$ cat config.mk
export PLATFORM = sky130hd
export DESIGN_NAME = cronometro_bcd_crescente
export DESIGN_NICKNAME = d
export VERILOG_FILES = /design/src/rtl/irrigacao_pkg.sv /design/src/rtl/digito_bcd_crescente.sv /design/src/rtl/cronometro_bcd_crescente.sv
export SDC_FILE = /design/constraint.sdc
export NUM_CORES = 1
export LEC_CHECK = 0
export CAP_MARGIN = 20
export CORE_MARGIN = 5
export CORE_UTILIZATION = 30
export CTS_CLUSTER_SIZE = 12
export DETAILED_ROUTE_END_ITERATION = 16
export GPL_TIMING_DRIVEN = 0
export PLACE_DENSITY_LB_ADDON = 0.1
export SLEW_MARGIN = 30
export SYNTH_ARGS = -nofsm -noshare
export SYNTH_HDL_FRONTEND = slang
export SYNTH_SLANG_ARGS = --single-unit
$ cat constraint.sdc
create_clock -name clk -period 3 [get_ports clk]
set_input_delay 0.45 -clock clk [delete_from_list [all_inputs] [get_ports clk]]
set_output_delay 0.45 -clock clk [all_outputs]
set_load 0.01 [all_outputs]
$ cat src/rtl/irrigacao_pkg.sv
// Shared types and BCD limits for the ascending BCD stopwatch.
package irrigacao_pkg;

  typedef enum logic [1:0] {
    S_IDLE,
    S_RUN,
    S_PAUSE,
    S_DONE
  } state_t;

  localparam logic [3:0] BCD_MAX_DIGIT    = 4'd9;
  localparam logic [3:0] BCD_MAX_SEC_TENS = 4'd5;

  // A target is usable only if it is a legal mm:ss BCD time.
  function automatic logic target_valid(input logic [7:0] tmin, input logic [7:0] tsec);
    return (tmin[7:4] <= BCD_MAX_DIGIT) && (tmin[3:0] <= BCD_MAX_DIGIT) &&
           (tsec[7:4] <= BCD_MAX_SEC_TENS) && (tsec[3:0] <= BCD_MAX_DIGIT);
  endfunction

endpackage

$ cat src/rtl/digito_bcd_crescente.sv
// One ascending BCD digit that wraps at MAX; carry is combinational so the chain ripples in one cycle.
module digito_bcd_crescente #(
  parameter logic [3:0] MAX = 4'd9
) (
  input  logic       clk,
  input  logic       rst_n,
  input  logic       inc,
  input  logic       clr,
  output logic [3:0] digit,
  output logic [3:0] digit_nxt,
  output logic       carry
);

  assign carry = inc && (digit == MAX);

  // Exposed so the parent can compare against the target before the edge.
  always_comb begin
    digit_nxt = digit;
    if (clr)      digit_nxt = 4'd0;
    else if (inc) digit_nxt = (digit == MAX) ? 4'd0 : digit + 4'd1;
  end

  always_ff @(posedge clk or negedge rst_n) begin
    if (!rst_n) digit <= 4'd0;
    else        digit <= digit_nxt;
  end

endmodule

$ cat src/rtl/cronometro_bcd_crescente.sv
// mm:ss ascending BCD stopwatch with latched target, pause/resume and a done strobe.
module cronometro_bcd_crescente
  import irrigacao_pkg::*;
(
  input  logic       clk,
  input  logic       rst_n,
  input  logic       tick,
  input  logic       start,
  input  logic       pause,
  input  logic       clear,
  input  logic [7:0] target_min,
  input  logic [7:0] target_sec,
  output logic [7:0] min_bcd,
  output logic [7:0] sec_bcd,
  output logic       running,
  output logic       done,
  output logic       done_pulse
);

  state_t          state, state_nxt;
  logic [7:0]      tgt_min, tgt_sec;
  logic [3:0][3:0] dig, dig_nxt;   // [0]=sec ones .. [3]=min tens
  logic [4:0]      chain;
  logic            cnt_inc, cnt_clr, accept, enter_done, unused_carry;

  assign accept  = start && !clear && target_valid(target_min, target_sec) &&
                   (state == S_IDLE || state == S_DONE);
  assign cnt_clr = clear || accept;
  assign cnt_inc = tick && !clear && (state == S_RUN);

  assign chain[0]     = cnt_inc;
  assign unused_carry = chain[4];   // 99:59 simply wraps

  generate
    for (genvar i = 0; i < 4; i++) begin : g_dig
      digito_bcd_crescente #(
        .MAX(i == 1 ? BCD_MAX_SEC_TENS : BCD_MAX_DIGIT)
      ) u_dig (
        .clk       (clk),
        .rst_n     (rst_n),
        .inc       (chain[i]),
        .clr       (cnt_clr),
        .digit     (dig[i]),
        .digit_nxt (dig_nxt[i]),
        .carry     (chain[i+1])
      );
    end
  endgenerate

  assign min_bcd = {dig[3], dig[2]};
  assign sec_bcd = {dig[1], dig[0]};

  always_comb begin
    state_nxt  = state;
    enter_done = 1'b0;
    if (clear) begin
      state_nxt = S_IDLE;
    end else if (accept) begin
      // A zero target is already reached at 00:00.
      if (target_min == 8'h00 && target_sec == 8'h00) begin
        state_nxt  = S_DONE;
        enter_done = 1'b1;
      end else begin
        state_nxt = S_RUN;
      end
    end else begin
      case (state)
        S_RUN: begin
          if (tick && dig_nxt == {tgt_min, tgt_sec}) begin
            state_nxt  = S_DONE;
            enter_done = 1'b1;
          end else if (pause) begin
            state_nxt = S_PAUSE;
          end
        end
        S_PAUSE: if (start) state_nxt = S_RUN;
        default: ;
      endcase
    end
  end

  always_ff @(posedge clk or negedge rst_n) begin
    if (!rst_n) begin
      state      <= S_IDLE;
      tgt_min    <= 8'h00;
      tgt_sec    <= 8'h00;
      running    <= 1'b0;
      done       <= 1'b0;
      done_pulse <= 1'b0;
    end else begin
      state      <= state_nxt;
      running    <= (state_nxt == S_RUN);
      done       <= (state_nxt == S_DONE);
      done_pulse <= enter_done;
      if (accept) begin
        tgt_min <= target_min;
        tgt_sec <= target_sec;
      end
    end
  end

endmodule
# Yosys cells after proc, flatten, opt, wreduce, memory -nomap -nowiden
# Cells that the tools add are included.
# classes
muxes,24
magnitude_cmp,4
n_reduce_logical,19
eq_ne,10
addsub,4
# ops
operator,n
$mux W4,12
$add A4 B1 Y4 const B,4
$eq A16 B16 Y1,1
$logic_not A8 Y1,2
$logic_and A1 B1 Y1,13
$eq A4 B4 Y1 const B,3
$le A4 B4 Y1 const B,3
$mux W2,6
$eq A2 B2 Y1 const B,3
$mux W1,5
$eq A2 B1 Y1 const B,2
$eq A4 B3 Y1 const B,1
$le A4 B3 Y1 const B,1
$pmux W2 S2,1
$logic_not A2 Y1,1
$logic_or A1 B1 Y1,2
$logic_not A1 Y1,1
# word_totals
input_bits,22
ff_bits,37
out_inout_bits,19
word_cells,71

# Depth between registers and ports, before layout
# depth
word_depth,15
mapped_depth,13
ltp_nobuf,11

# Hierarchy
# From an unflattened synthesis, not the netlist that was laid out.
# unflattened
cells_unflattened,211
hier_area_um2,1921.8
# by_module_without_submodules
mod,seq_area_each_um2,cells_each,area_per_inst_um2,n_inst
cronometro_bcd_crescente,525.5,132,1126.1,1
digito_bcd_crescente (g_dig[0].u_dig ...),100.1,20,200.2,3
digito_bcd_crescente (g_dig[1].u_dig),100.1,19,195.2,1

# Worst setup path before layout
# OpenSTA, ideal clock, no wires.
# synth_path
path_type,register -> register
from,register g_dig[1].u_dig.digit[1]
to,register running
path_buffers,2
stages_incl_launch_ff,12
period_less_slack_ps,3201
path_slack_ps,-201
t_required_ps,2931
t_arrival_ps,3133
setup_time_ps,69
path_cell_list,dfrtp_1 -> buf_6 -> or4b_4 -> buf_6 -> or4_1 -> mux2i_1 -> a22o_1 -> a2111oi_4 -> nand3_2 -> nor4_4 -> o31a_2 -> nor2b_2
# synth_between
elab_chain_cells,12
elab_cells_between_ends,18
classes_between,add/sub: 1; eq/ne: 3; mux: 11; reduce/logical: 3
# synth_lines
item,line_no,source
from (decl),digito_bcd_crescente.sv:9,"output logic [3:0] digit,"
from (signal assigned),digito_bcd_crescente.sv:25,else digit <= digit_nxt;
"parallel branches: the longest is 5 deep, another holds $add A4 B1 Y4",-,
$eq A16 B16 Y1 *,cronometro_bcd_crescente.sv:69,"if (tick && dig_nxt == {tgt_min, tgt_sec}) begin"
$logic_and A1 B1 Y1 *,cronometro_bcd_crescente.sv:69,
$mux W2 *,cronometro_bcd_crescente.sv:69,
$pmux W2 S2 *,cronometro_bcd_crescente.sv:67,case (state)
$mux W2 *,cronometro_bcd_crescente.sv:58,end else if (accept) begin
$mux W2 *,cronometro_bcd_crescente.sv:56,if (clear) begin
named net state_nxt[0],cronometro_bcd_crescente.sv:20,"state_t state, state_nxt;"
$eq A2 B1 Y1 *,cronometro_bcd_crescente.sv:92,running <= (state_nxt == S_RUN);
to (signal assigned),cronometro_bcd_crescente.sv:92,
to (decl),cronometro_bcd_crescente.sv:15,"output logic running,"
# Mark *: on every way through the listed nets, which the timed path passes.
# A chain may end at the register's enable or synchronous reset.

# Worst setup path after layout
# layout_path
from,register g_dig[1].u_dig.digit[3]
to,register running
# Same word-level chain as after synthesis.

==> impl_results.md <==
- Status: complete, but fails checks
- Failing checks: setup timing
- Longest Clk Path Bufs: 2
- Largest net degree at the start of global routing: 20
- Setup ws final: -0.0397 ns
- Placed Instances: 396
- Largest stage delay, worst path: 0.60 ns
- Static Leak: about 1.3 nW
- Fin Setup TNS: -0.0397 ns
- FF+latch count, synth: 37
- Clock root buffer: clkbuf_8
- Dpl hpwl: 5.35 mm
- Met3 usage: 3.23%
- CTS Buf Count: 5
- Crit path max fanout: 5
- Final RePlAce weighted congestion: approximately 0.8
- Syn nets: 277
- GR Layer Usage met2: 23.5%
- Die height: just under 100 um
- Vias in the first global route: between 2000 and 2500
- DP Area: 2950 um2
- Post-synthesis sequential area ratio: 38.8%
- P&R area growth vs syn: 40.9%
- Net Sw Frac: 34.7%
- Seq. cell area: 930 um2
- Internal power: 1.10 mW
- Fin util: 43.5%
- Layout Cells excl Fill: 423
- Critical Path AT: 3.27 ns
- Most common library cell in the layout ignoring fill and taps: clkdlybuf4s50_1
- Critical path type: flop to flop
- Max Transition Viols Final: 0
- Nets: 345
- GRT overflow: 0
- Asr flop ratio synth: 100%
- Fmax: between 300 and 400 MHz
- Final Critical Period: 3.04 ns
- CP max stage cell: or4b_4
- Slew headroom: 63.5%
- Worst hold margin: 0.113 ns
- GRT Total Usage: 14.8%
- Starting Density: 30.9%
- Post-synthesis cell area: 2390 um2
- RSZ-0062 raised after global routing: yes
- Maximum Capacitance Violations: 0
- Clock Latency Late Sink: between 0.2 and 0.3 ns
- Post-synth EDFFs: 0
- Die area: 9840 um2
- P_sw: 0.583 mW
- Synthesized instance count: 253
- Final Cell Area: 3360 um2
- Placement row count: 32
- First-pass GRT wire length: 11.6 mm
- CTS tree: done
- DR vias/cell: 5.36
- Synth warnings: 0
- DR DRC count: 0
- H-tree depth: 2
- Die W: 99.2 um
- TritonRoute pass-1 iters: 4
- Yosys cell types: 57
- Vias post-DR: 2266
- Layout cell share with drive strength beyond 1: ~26%
- Worst path cell trace: or4b_4 -> or4_4 -> mux2i_4 -> a22o_1 -> a2111oi_4 -> nand3_2 -> nor4_4 -> buf_4 -> o31a_2 -> nor2b_2
- Area occupied by multi-input gates: between 1500 and 2000 um2
- Initial antenna violation count: 0
- Prevailing post-synth register cell: dfrtp_1
- GR Util met1: 20.0%
- Worst-margin pin slew: ~0.55 ns
- Startpoint types: flop
- Most frequent cells in the layout: 37 x clkdlybuf4s50_1, 34 x dfrtp_1, 26 x nor2_1
- Clk pwr share: 21.6%
- DR WL/cell: about 17 um
- Port Buf Inserts: 40
- Mean area per synthesized cell: roughly 9.4 um2
- Fin. Hold Viols: 0
- Crit. End Element: flop
- Max VDD drop: 0.000231 V
- Power share of the sequential group: 45.0%
- Hold Path Class: primary input to asynchronous set/reset pin
- Final setup vio count: 1
- # fillers: around 750
- Clock slew at reported path FFs: 0.08 ns
- Logic pwr share: 33.4%
- Busiest grt layer: met2
- Required time at the worst-slack endpoint: 3.23 ns
- Post-route ant nets: 0
- # diodes: 0
- 1st-iter DRT viols: 115
- Period utilization: 101%
- Clock sink count: 37
- Wirelength, routed: 7.13 mm
- Pwr dens: 500 nW/um2
- Core area: 7730 um2
- Top Ports: 41
- Skew final: 0.00646 ns
metal layers:
layer  part of all wire, %  up-vias
met3                   5.1        8
met5                     0        -
met1                    47     1121
met4                   1.1        0
li1                      -     1088
met2                    47       49
logic make-up (layout without fill, tap and decap cells):
group	count (synthesis)	in the layout	synth area share, %
muxes	19	19	8.75
adders and majority gates	2	2	1.05
xor gates and xnor gates	10	10	3.67
buffers and inverters	23	91	4.25
and+or+nand+nor	101	101	25.2
AOI/OAI and AO/OA	61	61	18.3
DFF	37	37	38.8
stage by stage:
stage / setup slack, ns / power [mW]
global placement: -0.977 / 1.24
global route: -0.135 / 1.79
finish: -0.0397 / 1.68
detailed placement: -1.00 / 1.25
floorplan: 0.0391 / 1.07
CTS: -0.189 / 1.67
state kept, by name, summed over array words and instances (netlist names):
name / cells
tgt_min: 8
running: 1
g_dig.u_dig.digit: 16
tgt_sec: 8
done_pulse: 1
state: 2
done: 1
cell type report:
class                      instances  share of cell area (%)
tap                              102                    3.79
sequential                        37                    27.6
buffer                             7                    1.30
inverter                          11                    1.23
clock buffer                       7                    2.57
multi-input combinational        193                    44.8
timing repair buffer              66                    18.7
synthesized netlist by cell type, drive strengths merged, types with 2 or more instances:
cell     number  area (um2)
nor4         11        98.8
nand2b        4        25.0
o211ai        2        15.0
or4           2        15.0
xor2          3        26.3
nand4b        3        26.3
a211o         2        17.5
nor3          6        35.0
xnor2         7        61.3
dfrtp        37         926
nor4bb        3        30.0
mux2i         4        40.0
and3b         2        17.5
and3          2        12.5
nor2         26        97.6
nor2b         8        52.6
o21ai        11        55.1
clkbuf       10        37.5
and2          2        12.5
a31oi         7        43.8
o2111ai       3        26.3
ha            2        25.0
a221oi        4        35.0
o31a          3        27.5
nand3        10        55.1
a211oi        2        15.0
inv          11        41.3
buf           2        22.5
mux2         15         169
nand3b        2        15.0
a21oi        14        70.1
nand2        14        52.6
final timing paths:
kind,end,startpoint,slack [ns],depth (start not counted)
setup / recovery,running,g_dig[1].u_dig.digit[3],-0.04,10
hold / removal,g_dig[2].u_dig.digit[2],rst_n,0.11,1
setup reg to reg,running,g_dig[1].u_dig.digit[3],-0.04,10
hold reg to reg,tgt_min[7],tgt_min[7],0.55,1
max in group asynchronous,g_dig[0].u_dig.digit[1],rst_n,2.42,2
min in group clk,tgt_min[7],tgt_min[7],0.55,1
critical path, delay by kind of cell, from the launching register on:
family	cells	cell delay [ns]
buffers and inverters	1	0.18
flip-flops	1	0.43
multiplexers	1	0.21
AO/OA/AOI/OAI	3	0.62
AND/OR/NAND/NOR	5	1.53
power by group through the flow:
stage | registers, mW | clock network (mW) | logic (mW)
6_report | 0.756 | 0.363 | 0.562
5_1_grt | 0.774 | 0.399 | 0.617
4_1_cts | 0.752 | 0.376 | 0.541
3_5_place_dp | 0.761 | 0 | 0.494
3_3_place_gp | 0.758 | 0 | 0.486
2_1_floorplan | 0.707 | 0 | 0.364
timing repair:
item / in CTS / in global routing
hold buffers: 0 / 0
endpoints found under the setup margin: 15 / 5
gates resized for setup: 22 / 18
pin swaps: 8 / 10
setup buffers: 16 / 9
Note: power is estimated with default switching activity, not from simulation.
